==> config.mk <==
export PLATFORM = sky130hd
export DESIGN_NAME = conv_layer_sequencer
export DESIGN_NICKNAME = d
export VERILOG_FILES = /design/src/rtl/conv_seq_pkg.sv /design/src/rtl/conv_layer_sequencer_sat_counter.sv /design/src/rtl/conv_layer_sequencer.sv
export SDC_FILE = /design/constraint.sdc
export NUM_CORES = 1
export LEC_CHECK = 0
export CAP_MARGIN = 40
export CORE_ASPECT_RATIO = 2
export CORE_MARGIN = 10
export CORE_UTILIZATION = 46
export CTS_BUF_LIST = sky130_fd_sc_hd__clkbuf_8
export CTS_CLUSTER_SIZE = 14
export DETAILED_ROUTE_END_ITERATION = 16
export MAX_ROUTING_LAYER = met4
export PLACE_DENSITY = 0.76
export SLEW_MARGIN = 10
export SYNTH_ARGS = -nofsm -noshare
export SYNTH_HDL_FRONTEND = slang
export SYNTH_SLANG_ARGS = --single-unit
==> constraint.sdc <==
create_clock -name clk -period 1.9 [get_ports clk]
set_input_delay 0.285 -clock clk [delete_from_list [all_inputs] [get_ports clk]]
set_output_delay 0.285 -clock clk [all_outputs]
set_load 0.01 [all_outputs]
==> src/rtl/conv_seq_pkg.sv <==
// -----------------------------------------------------------------------------
// conv_seq_pkg
// Shared definitions for the conv layer sequencer:
//   - state_t     : frame FSM state (IDLE / STREAM / DRAIN / DONE)
//   - clog2       : ceiling log2, used to size counters from parameters
//   - in_total    : padded input pixels per frame, (width+2)^2
//   - out_total   : output pixels per frame, width^2
// -----------------------------------------------------------------------------
package conv_seq_pkg;

    typedef enum logic [1:0] {
        ST_IDLE   = 2'd0,
        ST_STREAM = 2'd1,
        ST_DRAIN  = 2'd2,
        ST_DONE   = 2'd3
    } state_t;

    function automatic int clog2(input int value);
        int r;
        r = 0;
        while ((1 << r) < value) begin
            r = r + 1;
        end
        return r;
    endfunction

    function automatic int in_total(input int width);
        return (width + 2) * (width + 2);
    endfunction

    function automatic int out_total(input int width);
        return width * width;
    endfunction

endpackage

==> src/rtl/conv_layer_sequencer_sat_counter.sv <==
// -----------------------------------------------------------------------------
// sat_counter
// Up-counter that stops at LIMIT.
// Ports:
//   clk, rst : clock, synchronous active-high reset
//   i_clr    : synchronous clear (beats i_inc)
//   i_inc    : count one; ignored once the count equals LIMIT
//   o_cnt    : current count
//   o_sat    : high while o_cnt == LIMIT
// -----------------------------------------------------------------------------
module sat_counter #(
    parameter int W     = 8,
    parameter int LIMIT = 255
) (
    input  logic         clk,
    input  logic         rst,
    input  logic         i_clr,
    input  logic         i_inc,
    output logic [W-1:0] o_cnt,
    output logic         o_sat
);

    localparam logic [W-1:0] LIM = W'(LIMIT);

    logic [W-1:0] r_cnt;

    always_ff @(posedge clk) begin
        if (rst) begin
            r_cnt <= '0;
        end else if (i_clr) begin
            r_cnt <= '0;
        end else if (i_inc && (r_cnt != LIM)) begin
            r_cnt <= r_cnt + W'(1);
        end
    end

    assign o_cnt = r_cnt;
    assign o_sat = (r_cnt == LIM);

endmodule

==> src/rtl/conv_layer_sequencer.sv <==
// -----------------------------------------------------------------------------
// conv_layer_sequencer
// Frame controller for a 16-channel 3x3 conv feature-map engine. On start it
// streams (WIDTH+2)^2 padded pixels out of the per-channel input FIFOs with a
// single common read strobe, counts engine output pixels, and finishes with a
// one-cycle done pulse (or a sticky error if the engine goes quiet in DRAIN).
// Ports:
//   clk, rst          : clock, synchronous active-high reset
//   start             : one-cycle frame start, honoured only in IDLE
//   fifo_empty        : per-channel empty flags (show-ahead FIFOs)
//   out_almost_full   : downstream cannot accept new work
//   conv_valid_out    : one pulse per output pixel from the engine
//   rdreq             : common read strobe to all FIFOs / engine valid_in
//   busy              : high in STREAM or DRAIN
//   done              : one-cycle pulse at frame completion
//   err               : sticky error, cleared by start or rst
//   in_cnt, out_cnt   : padded pixels read / output pixels seen this frame
//   o_dbg_state       : current FSM state (state_t encoding)
//
// Read handshake: rdreq acts as "ready" against the FIFOs' "valid" (~empty).
// A pixel transfers on exactly the cycles where rdreq is high; rdreq is only
// raised when every channel is non-empty and downstream has room, so all
// channels always pop together and no pixel is ever lost or duplicated.
// -----------------------------------------------------------------------------
module conv_layer_sequencer
    import conv_seq_pkg::*;
#(
    parameter int WIDTH         = 56,
    parameter int NUM_CH        = 16,
    parameter int DRAIN_TIMEOUT = 1024,
    parameter int IN_CNT_W      = clog2(in_total(WIDTH) + 1),
    parameter int OUT_CNT_W     = clog2(out_total(WIDTH) + 1)
) (
    input  logic                 clk,
    input  logic                 rst,
    input  logic                 start,
    input  logic [NUM_CH-1:0]    fifo_empty,
    input  logic                 out_almost_full,
    input  logic                 conv_valid_out,
    output logic                 rdreq,
    output logic                 busy,
    output logic                 done,
    output logic                 err,
    output logic [IN_CNT_W-1:0]  in_cnt,
    output logic [OUT_CNT_W-1:0] out_cnt,
    output logic [1:0]           o_dbg_state
);

    localparam int IN_TOTAL  = in_total(WIDTH);
    localparam int OUT_TOTAL = out_total(WIDTH);
    localparam int TMO_W     = clog2(DRAIN_TIMEOUT + 1);

    localparam logic [IN_CNT_W-1:0]  IN_LAST  = IN_CNT_W'(IN_TOTAL - 1);
    localparam logic [OUT_CNT_W-1:0] OUT_LAST = OUT_CNT_W'(OUT_TOTAL - 1);
    localparam logic [TMO_W-1:0]     TMO_LAST = TMO_W'(DRAIN_TIMEOUT - 1);

    state_t r_state;
    logic   r_busy;
    logic   r_done;
    logic   r_err;

    logic [IN_CNT_W-1:0]  w_in_cnt;
    logic [OUT_CNT_W-1:0] w_out_cnt;
    logic [TMO_W-1:0]     w_tmo_cnt;
    logic w_in_sat, w_out_sat, w_tmo_sat;
    logic w_active, w_start_ok, w_rdreq, w_last_read;
    logic w_out_inc, w_out_hit, w_tmo_inc, w_tmo_clr, w_tmo_hit, w_valid_err;

    assign w_active   = (r_state == ST_STREAM) || (r_state == ST_DRAIN);
    assign w_start_ok = start && (r_state == ST_IDLE);

    assign w_rdreq     = (r_state == ST_STREAM) && !(|fifo_empty)
                         && !out_almost_full && !w_in_sat;
    assign w_last_read = w_rdreq && (w_in_cnt == IN_LAST);

    // Completion is judged on the count as it will be after this cycle, so
    // the valid that fills out_cnt yields done on the very next cycle.
    assign w_out_inc = conv_valid_out && w_active;
    assign w_out_hit = w_out_sat || (w_out_inc && (w_out_cnt == OUT_LAST));

    // The timeout counter holds zero outside DRAIN and after each valid, and
    // counts idle DRAIN cycles. The frame is abandoned on the cycle that
    // would be the DRAIN_TIMEOUT-th consecutive idle one.
    assign w_tmo_inc = (r_state == ST_DRAIN) && !conv_valid_out;
    assign w_tmo_clr = (r_state != ST_DRAIN) || conv_valid_out;
    assign w_tmo_hit = w_tmo_sat || (w_tmo_inc && (w_tmo_cnt == TMO_LAST));

    // A valid with no frame running, or beyond the frame's pixel count.
    assign w_valid_err = conv_valid_out && (!w_active || w_out_sat);

    sat_counter #(.W(IN_CNT_W), .LIMIT(IN_TOTAL)) u_in_cnt (
        .clk(clk), .rst(rst), .i_clr(w_start_ok), .i_inc(w_rdreq),
        .o_cnt(w_in_cnt), .o_sat(w_in_sat)
    );

    sat_counter #(.W(OUT_CNT_W), .LIMIT(OUT_TOTAL)) u_out_cnt (
        .clk(clk), .rst(rst), .i_clr(w_start_ok), .i_inc(w_out_inc),
        .o_cnt(w_out_cnt), .o_sat(w_out_sat)
    );

    sat_counter #(.W(TMO_W), .LIMIT(DRAIN_TIMEOUT)) u_tmo_cnt (
        .clk(clk), .rst(rst), .i_clr(w_tmo_clr), .i_inc(w_tmo_inc),
        .o_cnt(w_tmo_cnt), .o_sat(w_tmo_sat)
    );

    always_ff @(posedge clk) begin
        if (rst) begin
            r_state <= ST_IDLE;
            r_busy  <= 1'b0;
            r_done  <= 1'b0;
            r_err   <= 1'b0;
        end else begin
            r_done <= 1'b0;
            case (r_state)
                ST_IDLE: begin
                    if (start) begin
                        r_state <= ST_STREAM;
                        r_busy  <= 1'b1;
                    end
                end
                ST_STREAM: begin
                    if (w_last_read) begin
                        r_state <= ST_DRAIN;
                    end
                end
                ST_DRAIN: begin
                    if (w_out_hit || w_tmo_hit) begin
                        r_state <= ST_DONE;
                        r_busy  <= 1'b0;
                        r_done  <= 1'b1;
                    end
                end
                ST_DONE: begin
                    r_state <= ST_IDLE;
                end
                default: begin
                    r_state <= ST_IDLE;
                    r_busy  <= 1'b0;
                end
            endcase
            // A start clears err, but a stray valid in the same cycle still
            // flags it (later assignment wins).
            if (w_start_ok) begin
                r_err <= 1'b0;
            end
            if (w_valid_err || ((r_state == ST_DRAIN) && !w_out_hit && w_tmo_hit)) begin
                r_err <= 1'b1;
            end
        end
    end

    assign rdreq       = w_rdreq;
    assign busy        = r_busy;
    assign done        = r_done;
    assign err         = r_err;
    assign in_cnt      = w_in_cnt;
    assign out_cnt     = w_out_cnt;
    assign o_dbg_state = r_state;

endmodule
## After elaboration in Yosys (flattened, before gate mapping)

Index checks and enable logic that the tools add are counted.

- Input bits: 21
- Register bits after elaboration: 40
- Logic and storage cells: 74
- Output and inout bits: 30

- Reductions and logical operators: 37
- Add/sub/neg operators: 3
- Bitwise operators: 1
- Equality and inequality tests: 16
- Multiplexer cells: 10

Operators by type and width:

| cell | count |
|---|---|
| equality test 12 bit (second input constant) | 4 |
| adder 12 x 1 -> 12 bit (second input constant) | 2 |
| != test 12 bit (second input constant) | 2 |
| OR reduction 16 bit | 1 |
| logical AND 1 bit | 15 |
| adder 11 x 1 -> 11 bit (second input constant) | 1 |
| equality test 11 x 10 -> 1 bit (second input constant) | 1 |
| equality test 11 bit (second input constant) | 1 |
| != test 11 bit (second input constant) | 1 |
| one-hot mux 2 bit (4 select lines) | 1 |
| logical OR 1 bit | 7 |
| zero test 1 bit | 6 |
| 2-to-1 mux 2 bit | 3 |
| != test 2 bit (second input constant) | 3 |
| AND reduction 3 bit | 2 |
| OR reduction 2 bit | 3 |
| 2-to-1 mux 1 bit | 5 |
| equality test 2 bit (second input constant) | 2 |
| nonzero test 2 bit | 2 |
| equality test 2 x 1 -> 1 bit (second input constant) | 1 |
| zero test 2 bit | 1 |
| != test 2 x 1 -> 1 bit (second input constant) | 1 |
| one-hot mux 1 bit (2 select lines) | 1 |
| NOT 1 bit | 1 |

## Depth between registers and ports, before layout

Gate-level depths: netlist of run 1.

- Depth after elaboration: 10
- Mapped depth: 8
- Mapped depth without buffers: 8

## Cells and area by module

From an unflattened synthesis of run 1, not the netlist that was laid out.

- Cells, all modules: 286
- Area total of the unflattened synthesis: 2442.3 um2

By module, submodules not included:

| module | instances | cells an instance | sequential area each (um2) | area an instance (um2) |
|---|---|---|---|---|
| sat_counter at u_out_cnt | 1 | 81 | 240.2 | 676.9 |
| sat_counter at u_in_cnt | 1 | 76 | 240.2 | 644.4 |
| sat_counter at u_tmo_cnt | 1 | 71 | 220.2 | 611.8 |
| conv_layer_sequencer | 1 | 58 | 100.1 | 509.2 |

## Least setup slack after synthesis of run 1

No wires, ideal clock.

- Path type: flip-flop to flip-flop
- Start point: register r_state[1] (netlist: o_dbg_state[1])
- End point: register u_in_cnt.r_cnt[3] (netlist: u_in_cnt.o_cnt[3])
- Library setup time: 0.128 ns
- Arrival time: 1.909 ns
- Period minus slack after synthesis: 2.037 ns
- Stages on the path, launching flop included: 9
- Slack: -0.137 ns
- Buffers on the path: 0
- Required time: 1.772 ns
- Cells stage by stage: dfxtp_1 > inv_1 > ha_1 > nor4b_1 > nand3_1 > a311oi_1 > nand3_1 > xor2_1 > nor2_1

- Longest elaborated chain between the ends: 5
- Elaborated cells on any way between the ends: 8
- Classes of those cells: eq/ne: 1; reduce/logical: 7

Ends and longest elaborated chain:

| item | RTL line | text |
|---|---|---|
| start, declared | conv_layer_sequencer.sv:57 | `state_t r_state;` |
| start signal, assigned | conv_layer_sequencer.sv:108 | `r_state <= ST_IDLE;` |
| start signal, assigned | conv_layer_sequencer.sv:117 | `r_state <= ST_STREAM;` |
| start signal, assigned | conv_layer_sequencer.sv:123 | `r_state <= ST_DRAIN;` |
| equality test 2 x 1 -> 1 bit | conv_layer_sequencer.sv:72 | `assign w_rdreq = (r_state == ST_STREAM) && !(\|fifo_empty)` |
| logical AND 1 bit | conv_layer_sequencer.sv:72 |  |
| logical AND 1 bit (2 in series) | conv_layer_sequencer.sv:73 | `&& !out_almost_full && !w_in_sat;` |
| logical AND 1 bit | conv_layer_sequencer_sat_counter.sv:32 | `end else if (i_inc && (r_cnt != LIM)) begin` |
| end signal, assigned | conv_layer_sequencer_sat_counter.sv:33 | `r_cnt <= r_cnt + W'(1);` |
| end, declared | conv_layer_sequencer_sat_counter.sv:25 | `logic [W-1:0] r_cnt;` |

Several ways; a longest one is shown, not always the timed one.
A chain may end at the register's enable or synchronous reset.

## Worst setup path after layout of run 1

- Start point: register u_in_cnt.r_cnt[5] (netlist: u_in_cnt.o_cnt[5])
- End point: register r_state[1] (netlist: o_dbg_state[1])

- Longest elaborated chain between the ends: 6
- Elaborated cells on any way between the ends: 7
- Classes of those cells: eq/ne: 3; reduce/logical: 4

Ends and longest elaborated chain:

| item | RTL line | text |
|---|---|---|
| equality test 12 bit | conv_layer_sequencer_sat_counter.sv:38 | `assign o_sat = (r_cnt == LIM);` |
| zero test 1 bit | conv_layer_sequencer.sv:73 |  |
| logical AND 1 bit | conv_layer_sequencer.sv:73 |  |
| logical AND 1 bit * | conv_layer_sequencer.sv:74 | `assign w_last_read = w_rdreq && (w_in_cnt == IN_LAST);` |
| != test 2 bit (no line) * | -- |  |
| AND reduction 3 bit (no line) * | -- |  |

Every way passes the cells marked *; elsewhere a longest branch is shown, timed or not.

==> run_results.csv, run 1 <==
group,metric,value,unit
outcome,status,"finished, violations left",
outcome,violations,"setup timing",
final_layout,num-nets-final,364,
floorplan,fp-row-count,33,
detailed_routing,antenna_left,0,
final_layout,drive_gt1_share,26.9,%
pwr,peakVddDrop,0.720,mV
clock_tree,numCtsBuffers,5,
min_path,hold_class,"reg2reg",
worst_setup_path,cp_cell_sequence,"or3b_4 -> nor4_4 -> or4b_4 -> o22ai_4 -> o21a_2 -> o31ai_2",
pwr,p_int,1750,uW
worst_setup_path,end_kind,"flip-flop",
pwr,power_frac_comb,38.6,%
worst_setup_path,critical_path_class,"reg2reg",
worst_setup_path,startpoint,"u_in_cnt.o_cnt[5]$_SDFFE_PP0P_",
floorplan,fp.dieH,113,um
place,post-place-ws,-402,ps
place,hpwl,4.50,mm
min_path,hp-start,"busy$_SDFFE_PP0P_",
worst_setup_path,startpoint_type,"flip-flop",
floorplan,die-area,0.00755,mm^2
clock_tree,clk_latency,290,ps
sta,rsz0062_at_grt,"yes",
detailed_routing,routed_via_density,5.24,
synthesis,ys_types,39,
pwr,swShare,30.2,%
worst_setup_path,crit_fanout,3,
worst_setup_path,cpPeakStageDelay,510,ps
pwr,leakagePower,0.00121,uW
worst_setup_path,crit_path_top_delay_cell,"or4b_4",
synthesis,ys.flop_type,"dfxtp_1",
synthesis,synth_top_area_share,40.0,%
synthesis,ys_seq_area_share,40.0,%
global_routing,grt_pass1_wl,9.82,mm
pwr,seqPwrFrac,36.9,%
global_routing,antenna_found_initial,0,
worst_setup_path,r2r_setup_slack,-50,ps
synthesis,async_reset_ff_share,0,%
detailed_routing,drt_iter0_drc,68,
synthesis,synth_area_leaders,"dfxtp_1 (40%), xor2_1 (8.3%), nor2_1 (7.5%)",
sta,tightestPinTransition,439,ps
final_layout,diodes,0,
sta,setup_tns,-70.5,ps
detailed_routing,num_vias,2027,
sta,fin_crit_sh,103,%
sta,finalClockSkew,5.78,ps
floorplan,io_pins,51,
detailed_routing,wl,6.07,mm
worst_setup_path,worst_ep_required_time,2070,ps
pwr,switching_power,756,uW
global_routing,overflow,0,
worst_setup_path,arrival,2120,ps
clock_tree,htreeDepth,2,
final_layout,area_delta_synth_final,59.3,%
sta,post-route-min-period,1950,ps
synthesis,ys_warn_count,0,
flow_run,cap_violations,0,
worst_setup_path,r2r_start,"u_in_cnt.o_cnt[5]$_SDFFE_PP0P_",
sta,relSlewSlack,70.7,%
synthesis,syn_inst,233,
pwr,p_per_area,786,mW/mm^2
place,portBuffers,50,
sta,hold_violations,0,
place,gp_congestion,0.841,
synthesis,avgSynthCellArea,8.59,um^2
synthesis,synth_edf_count,0,
global_routing,grt_pass1_vias,2161,
synthesis,synth_nets,263,
global_routing,track_usage,16.7,%
synthesis,yosysTopAreaCell,"dfxtp_1",
pwr,pwr-share-clk,24.5,%
floorplan,die_w,66.6,um
clock_tree,cts.sinks,40,
detailed_routing,wire_per_inst,15.7,um
synthesis,ys_ff_latch,40,
floorplan,initial_core_util,48.0,%
floorplan,core-area,0.00417,mm^2
sta,max_freq,513,MHz
detailed_routing,dr.pass1.iters,4,
clock_tree,path_clk_slew,80,ps
clock_tree,clock_path_buffers,2,
sta,setup_violations,4,
detailed_routing,drc,0,
global_routing,grt_max_degree,25,
clock_tree,tritoncts,"yes",
synthesis,netlist_area,0.00200,mm^2
sta,setup_slack,-49.5,ps
clock_tree,cts-root-buf,"clkbuf_8",
sta,slew_violations,0,
[final timing paths]
path	to	depth (start not counted)
setup reg to reg	o_dbg_state[1]$_SDFFE_PP0P_	6
hold / removal	busy$_SDFFE_PP0P_	2
setup / recovery	o_dbg_state[1]$_SDFFE_PP0P_	6
hold reg to reg	busy$_SDFFE_PP0P_	2
[cells in the mapped netlist, types with 2 or more instances]
cell type and count:
ha_1 9, a21oi_1 9, and3_1 2, nand2b_1 3, nor2_1 40, nor2b_1 5, nor4_1 7, nor4_2 2
nor3_1 3, nand4_1 11, nand2_1 13, o21ai_0 3, xor2_1 19, and4_1 3, inv_1 14, and2_1 2
xnor2_1 10, nand4b_1 2, nor4b_1 3, clkbuf_1 4, dfxtp_1 40, nand3_1 12
[critical path: cells and delay by family (launching register included)]
kind / cells / cell delay [ps]
AOI/OAI and AO/OA: 3 / 390
DFF: 1 / 340
and+or+nand+nor: 3 / 1080
[area by class of cell]
class                   instances  area (um^2)
flip-flops and latches         40          812
well taps                      52         65.1
multi-input cells             174         1290
fillers                       292          983
clock buffers                   7         96.3
clock inverters                 1         3.75
repair buffers                 99          863
inverters                      14         55.1
[metal layers]
metal / share of wire, % / vias up / global-route usage [%]
met5: 0 / - / -
met1: 35 / 984 / 14.4
met2: 61 / 29 / 32.4
met3: 2.0 / 10 / 3.16
li1: - / 1004 / -
met4: 2.0 / 0 / 6.89
[repair_timing]
action | in CTS | in global routing
buffers inserted | 1 | 7
gates resized for setup | 17 | 15
pin swaps | 3 | 14
hold buffers | 0 | 0
setup endpoints to repair | 22 | 25
[power by group through the flow]
stage	registers, uW	clock network, uW	logic (uW)
2_1_floorplan	949	0	334
3_3_place_gp	924	0	749
3_5_place_dp	926	0	766
4_1_cts	916	620	848
5_1_grt	929	663	1040
6_report	925	613	967
[stage by stage]
| step | instances | total power [uW] | hold slack (ps) | area, um^2 | util [%] |
|---|---|---|---|---|---|
| after floorplan | 233 | 1280 | 460 | 2050 | - |
| after global placement | 371 | 1670 | 484 | 2890 | 69.4 |
| after detailed placement | 371 | 1690 | 501 | 2890 | 69.4 |
| after CTS | 380 | 2380 | 519 | 3070 | 73.5 |
| after global routing | 387 | 2630 | 551 | 3190 | 76.4 |
| final | 387 | 2500 | 516 | 3190 | 76.4 |
[state kept, by name, summed over array words and instances, names as in the netlist]
name             cells
u_tmo_cnt.o_cnt     11
u_out_cnt.o_cnt     12
u_in_cnt.o_cnt      12
busy                 1
done                 1
err                  1
o_dbg_state          2
[placed cells by master (no fill, tap or decap), types with 3 or more instances in the layout]
| cell type | synthesis | routed |
|---|---|---|
| xnor2_1 | 10 | 10 |
| nor2_1 | 40 | 40 |
| clkdlybuf4s50_1 | 0 | 49 |
| inv_1 | 14 | 12 |
| nor4_4 | 0 | 3 |
| nand2_1 | 13 | 13 |
| a21oi_1 | 9 | 9 |
| nand2b_1 | 3 | 3 |
| nand3_1 | 12 | 11 |
| dfxtp_1 | 40 | 33 |
| dfxtp_2 | 0 | 6 |
| buf_4 | 0 | 49 |
| nor4_1 | 7 | 3 |
| xor2_1 | 19 | 19 |
| nor4_2 | 2 | 3 |
| clkbuf_8 | 0 | 7 |
| nor2b_1 | 5 | 5 |
| nand4_1 | 11 | 11 |
| ha_1 | 9 | 7 |
[cell families (layout without fill, tap and decap cells)]
group                    after synthesis  after routing  share of synthesized area (%)
XOR/XNOR                              29             29                           12.7
multiplexers                           1              1                          0.500
AO/OA/AOI/OAI                         20             20                           6.44
AND/OR/NAND/NOR                      115            115                           30.8
buffers and inverters                 19            121                           3.94
flip-flops                            40             40                           40.0
adder cells (fa/ha/maj)                9              9                           5.63
Power figures use the tool's default switching activity.
==> run 2: changes to the inputs <==
Settings changed: CORE_UTILIZATION 46 to 45, PLACE_DENSITY 0.76 to 0.74.
==> run_results.csv, run 2 (same netlist as run 1, synthesis figures left out) <==
group,metric,value,unit
final_layout,drive_gt1_share,29.4,%
detailed_routing,num_vias,2087,
pwr,leakagePower,0.00128,uW
floorplan,fp.dieH,114,um
place,place_area,0.00291,mm^2
sta,rsz0062_at_grt,"yes",
final_layout,final_cell_area,0.00331,mm^2
detailed_routing,dr.pass1.iters,4,
pwr,peakVddDrop,0.569,mV
outcome,status,"finished, violations left",
final_layout,fillers,300,
worst_setup_path,crit_family,"simple AND/OR/NAND/NOR gates",
clock_tree,numCtsBuffers,5,
detailed_routing,antenna_left,0,
outcome,violations,"setup timing",
pwr,totalPowerFinal,2660,uW
final_layout,layout_common_cells,"buf_4 (51), clkdlybuf4s50_1 (45), nor2_1 (40), dfxtp_1 (33), xor2_1 (19)",
worst_setup_path,startpoint_type,"flip-flop",
sta,finalClockSkew,5.78,ps
final_layout,register_area,815,um^2
flow_run,cap_violations,0,
floorplan,initial_core_util,46.1,%
clock_tree,tritoncts,"yes",
sta,fin_hold_ws,502,ps
global_routing,track_usage,16.5,%
detailed_routing,drc,0,
clock_tree,cts.sinks,40,
worst_setup_path,worst-path-buf-inv,0,
worst_setup_path,worst_ep_required_time,2100,ps
worst_setup_path,crit_path_top_delay_cell,"or4b_4",
sta,relSlewSlack,69.1,%
place,hpwl,4.53,mm
pwr,pwr-share-clk,27.6,%
pwr,switching_power,785,uW
final_layout,area_delta_synth_final,65.2,%
clock_tree,clock_path_buffers,2,
clock_tree,cts-root-buf,"clkbuf_8",
floorplan,fp-row-count,34,
final_layout,num-nets-final,369,
sta,setup_slack,-66.5,ps
min_path,hold_class,"reg2reg",
detailed_routing,wire_per_inst,16.7,um
global_routing,antenna_found_initial,0,
place,gp_congestion,0.829,
detailed_routing,routed_via_density,5.30,
sta,fin_crit_sh,104,%
pwr,swShare,29.5,%
clock_tree,path_clk_slew,80,ps
global_routing,grt_pass1_wl,9.74,mm
clock_tree,cts_hold_buf,0,
sta,tightestPinTransition,463,ps
sta,max_freq,509,MHz
pwr,p_per_area,803,mW/mm^2
worst_setup_path,arrival,2170,ps
sta,slew_violations,0,
global_routing,overflow,0,
detailed_routing,drt_iter0_drc,50,
clock_tree,clk_latency,290,ps
sta,setup_tns,-189,ps
floorplan,die_w,67.2,um
worst_setup_path,end_kind,"flip-flop",
pwr,p_int,1870,uW
floorplan,core-area,0.00434,mm^2
worst_setup_path,critical_path_class,"reg2reg",
worst_setup_path,cpPeakStageDelay,520,ps
global_routing,grt_pass1_vias,2167,
final_layout,multiInputGateArea,0.00133,mm^2
floorplan,die-area,0.00767,mm^2
final_layout,fin_util,76.2,%
sta,hold_violations,0,
worst_setup_path,crit_fanout,3,
sta,post-route-min-period,1970,ps
worst_setup_path,cp_cell_sequence,"or3b_4 -> nor4_4 -> or4b_4 -> o22ai_4 -> o2111ai_1 -> o31ai_2",
detailed_routing,wl,6.57,mm
global_routing,grt_max_degree,25,
clock_tree,htreeDepth,2,
final_layout,diodes,0,
pwr,power_frac_comb,37.6,%
final_layout,layout_commonest_cell,"buf_4",
sta,setup_violations,6,
pwr,seqPwrFrac,34.9,%
place,portBuffers,50,
floorplan,io_pins,51,
## run 2: cell count changes in the layout (fill, tap and decap cells not counted), sizes merged
cell | before | now
inv | 15 | 14
clkinv | 0 | 1
dlymetal6s2s | 0 | 4
buf | 50 | 55
clkbuf | 7 | 6
bufinv | 0 | 1
clkdlybuf4s50 | 49 | 45
## run 2: layout make-up
| class | count | area share [%] |
|---|---|---|
| Timing Repair Buffer | 104 | 27.9 |
| Sequential cell | 40 | 24.6 |
| Clock inverter | 2 | 1.17 |
| Tap cell | 54 | 2.04 |
| Clock buffer | 6 | 2.50 |
| Multi-Input combinational cell | 174 | 40.1 |
| Inverter | 14 | 1.67 |
## run 2: final timing paths
path | startpoint | to | slack [ps] | cells after the start
worst max-delay path | u_in_cnt.o_cnt[3]$_SDFFE_PP0P_ | o_dbg_state[1]$_SDFFE_PP0P_ | -70 | 6
worst min-delay path | busy$_SDFFE_PP0P_ | busy$_SDFFE_PP0P_ | 500 | 2
worst max register to register | u_in_cnt.o_cnt[3]$_SDFFE_PP0P_ | o_dbg_state[1]$_SDFFE_PP0P_ | -70 | 6
worst min register to register | busy$_SDFFE_PP0P_ | busy$_SDFFE_PP0P_ | 500 | 2
## run 2: worst register-to-register path, stage by stage, from the launching register on
cell	delay [ps]
dfxtp_2	340
or3b_4	400
nor4_4	180
or4b_4	520
o22ai_4	160
o2111ai_1	180
o31ai_2	100
## run 2: through the flow
| stage | setup slack (ps) | std cells |
|---|---|---|
| 6_report | -66.5 | 394 |
| 5_1_grt | -125 | 394 |
| 4_1_cts | 5.15 | 386 |
| 3_5_place_dp | -421 | 375 |
| 3_3_place_gp | -373 | 375 |
| 2_1_floorplan | -28.2 | 233 |
## run 2: what timing repair did
item	CTS	global route
gates resized for setup	20	27
pin swaps	4	15
setup endpoints to repair	26	25
buffers inserted	3	9
## run 2: routing by layer
| layer | GRT usage [%] | wire length, um |
|---|---|---|
| met1 | 14.3 | 2170 |
| met2 | 31.7 | 3980 |
| met3 | 2.65 | 133 |
| met4 | 7.99 | 289 |
| met5 | - | 0 |
## run 2: power by group through the flow
stage               combinational (uW)  sequential, uW  clock [uW]
floorplan                          334             949           0
detailed placement                 742             927           0
CTS                                842             915         739
global placement                   727             924           0
global route                      1070             932         778
finish                             998             926         732
==> run 3: changes to the inputs <==
Clock period 1.9 ns to 1.8 ns, I/O delays scaled along.
==> run_results.csv, run 3 (same netlist as run 1, synthesis figures left out) <==
group,metric,value,unit
pwr,leakagePower,0.00125,uW
global_routing,grt_pass1_vias,2230,
clock_tree,htreeDepth,2,
final_layout,register_area,810,um^2
detailed_routing,routed_via_density,5.27,
final_layout,diodes,0,
outcome,violations,"setup timing",
sta,setup_slack,-159,ps
sta,max_freq,510,MHz
place,portBuffers,50,
final_layout,instances_no_fill,393,
final_layout,multiInputGateArea,0.00132,mm^2
outcome,status,"finished, violations left",
clock_tree,path_clk_slew,80,ps
sta,rsz0062_at_grt,"yes",
sta,finalClockSkew,7.08,ps
worst_setup_path,critical_path_class,"reg2reg",
final_layout,final_cell_area,0.00326,mm^2
sta,fin_crit_sh,109,%
final_layout,area_delta_synth_final,62.7,%
final_layout,num-nets-final,368,
detailed_routing,dr.pass1.iters,4,
global_routing,antenna_found_initial,0,
final_layout,drive_gt1_share,28.0,%
pwr,peakVddDrop,0.722,mV
sta,hold_violations,0,
floorplan,die_w,67.2,um
floorplan,fp-row-count,34,
detailed_routing,drt_iter0_drc,42,
place,place_area,0.00298,mm^2
sta,post-route-min-period,1960,ps
global_routing,grt_max_degree,25,
final_layout,layout_commonest_cell,"buf_4",
detailed_routing,wl,6.15,mm
final_layout,fillers,346,
clock_tree,numCtsBuffers,5,
global_routing,track_usage,17.0,%
final_layout,layout_common_cells,"buf_4 (51), clkdlybuf4s50_1 (48), nor2_1 (40), dfxtp_1 (35), xor2_1 (19)",
clock_tree,cts_hold_buf,0,
worst_setup_path,arrival,2120,ps
global_routing,overflow,0,
detailed_routing,wire_per_inst,15.6,um
global_routing,grt_pass1_wl,10.2,mm
flow_run,cap_violations,0,
detailed_routing,num_vias,2070,
clock_tree,cts.sinks,40,
place,dp.cells,382,
sta,setup_violations,12,
worst_setup_path,end_kind,"flip-flop",
floorplan,die-area,0.00767,mm^2
pwr,p_per_area,830,mW/mm^2
floorplan,fp.dieH,114,um
place,hpwl,4.64,mm
worst_setup_path,startpoint_type,"flip-flop",
clock_tree,cts-root-buf,"clkbuf_8",
detailed_routing,antenna_left,0,
detailed_routing,drc,0,
sta,relSlewSlack,73.2,%
clock_tree,tritoncts,"yes",
floorplan,core-area,0.00434,mm^2
clock_tree,clock_path_buffers,2,
worst_setup_path,crit_fanout,3,
place,gp_congestion,0.828,
sta,tightestPinTransition,401,ps
floorplan,io_pins,51,
worst_setup_path,worst_ep_required_time,1960,ps
min_path,hold_class,"reg2reg",
floorplan,initial_core_util,46.1,%
sta,slew_violations,0,
clock_tree,clk_latency,290,ps
[run 3: critical path, stage by stage, from the launching register on]
cell,delay (ps)
dfxtp_4,340
or3b_4,380
nor4_4,190
or4b_4,520
o22ai_4,150
o21a_2,180
o31ai_1,80
[run 3: cell type report]
cell class,instances,area share (%)
Inverter,14,1.61
Tap cell,54,2.08
Clock buffer,5,2.11
Clock inverter,3,1.19
Sequential cell,40,24.9
Multi-Input combinational cell,174,40.5
Timing Repair Buffer,103,27.6
[run 3: stage by stage]
step	setup TNS, ps	hold slack, ps	total power, uW	utilization, %	setup slack, ps
global route	-2560	544	2860	75.0	-231
finish	-796	507	2700	75.0	-159
CTS	-442	509	2680	74.0	-149
floorplan	-287	445	1370	-	-128
detailed placement	-6210	490	1830	68.6	-517
global placement	-5150	486	1810	68.6	-436
[run 3: final timing paths]
kind / startpoint / endpoint / slack, ps / cells past startpoint
worst max register to register: u_in_cnt.o_cnt[5]$_SDFFE_PP0P_ / o_dbg_state[1]$_SDFFE_PP0P_ / -160 / 6
worst min-delay path: busy$_SDFFE_PP0P_ / busy$_SDFFE_PP0P_ / 510 / 2
worst max-delay path: u_in_cnt.o_cnt[5]$_SDFFE_PP0P_ / o_dbg_state[1]$_SDFFE_PP0P_ / -160 / 6
worst min register to register: busy$_SDFFE_PP0P_ / busy$_SDFFE_PP0P_ / 510 / 2
[run 3: routing by layer]
layer | global-route usage, % | wire (um) | vias up
met4 | 8.54 | 224 | 0
met1 | 15.2 | 2170 | 988
li1 | - | - | 1010
met3 | 2.94 | 134 | 22
met5 | - | 0 | -
met2 | 32.1 | 3620 | 50
[run 3: power breakdown]
| part | switching [uW] | leakage (uW) | internal (uW) |
|---|---|---|---|
| registers | 28.0 | 0.000326 | 932 |
| clock network | 301 | 0.0000593 | 406 |
| logic | 468 | 0.000863 | 566 |
| total | 797 | 0.00125 | 1900 |
[run 3: what timing repair did]
item                       4_1_cts  5_1_grt
setup endpoints to repair       21       32
resized for setup               26       10
buffers inserted                 3        1
pin swaps                       15        6
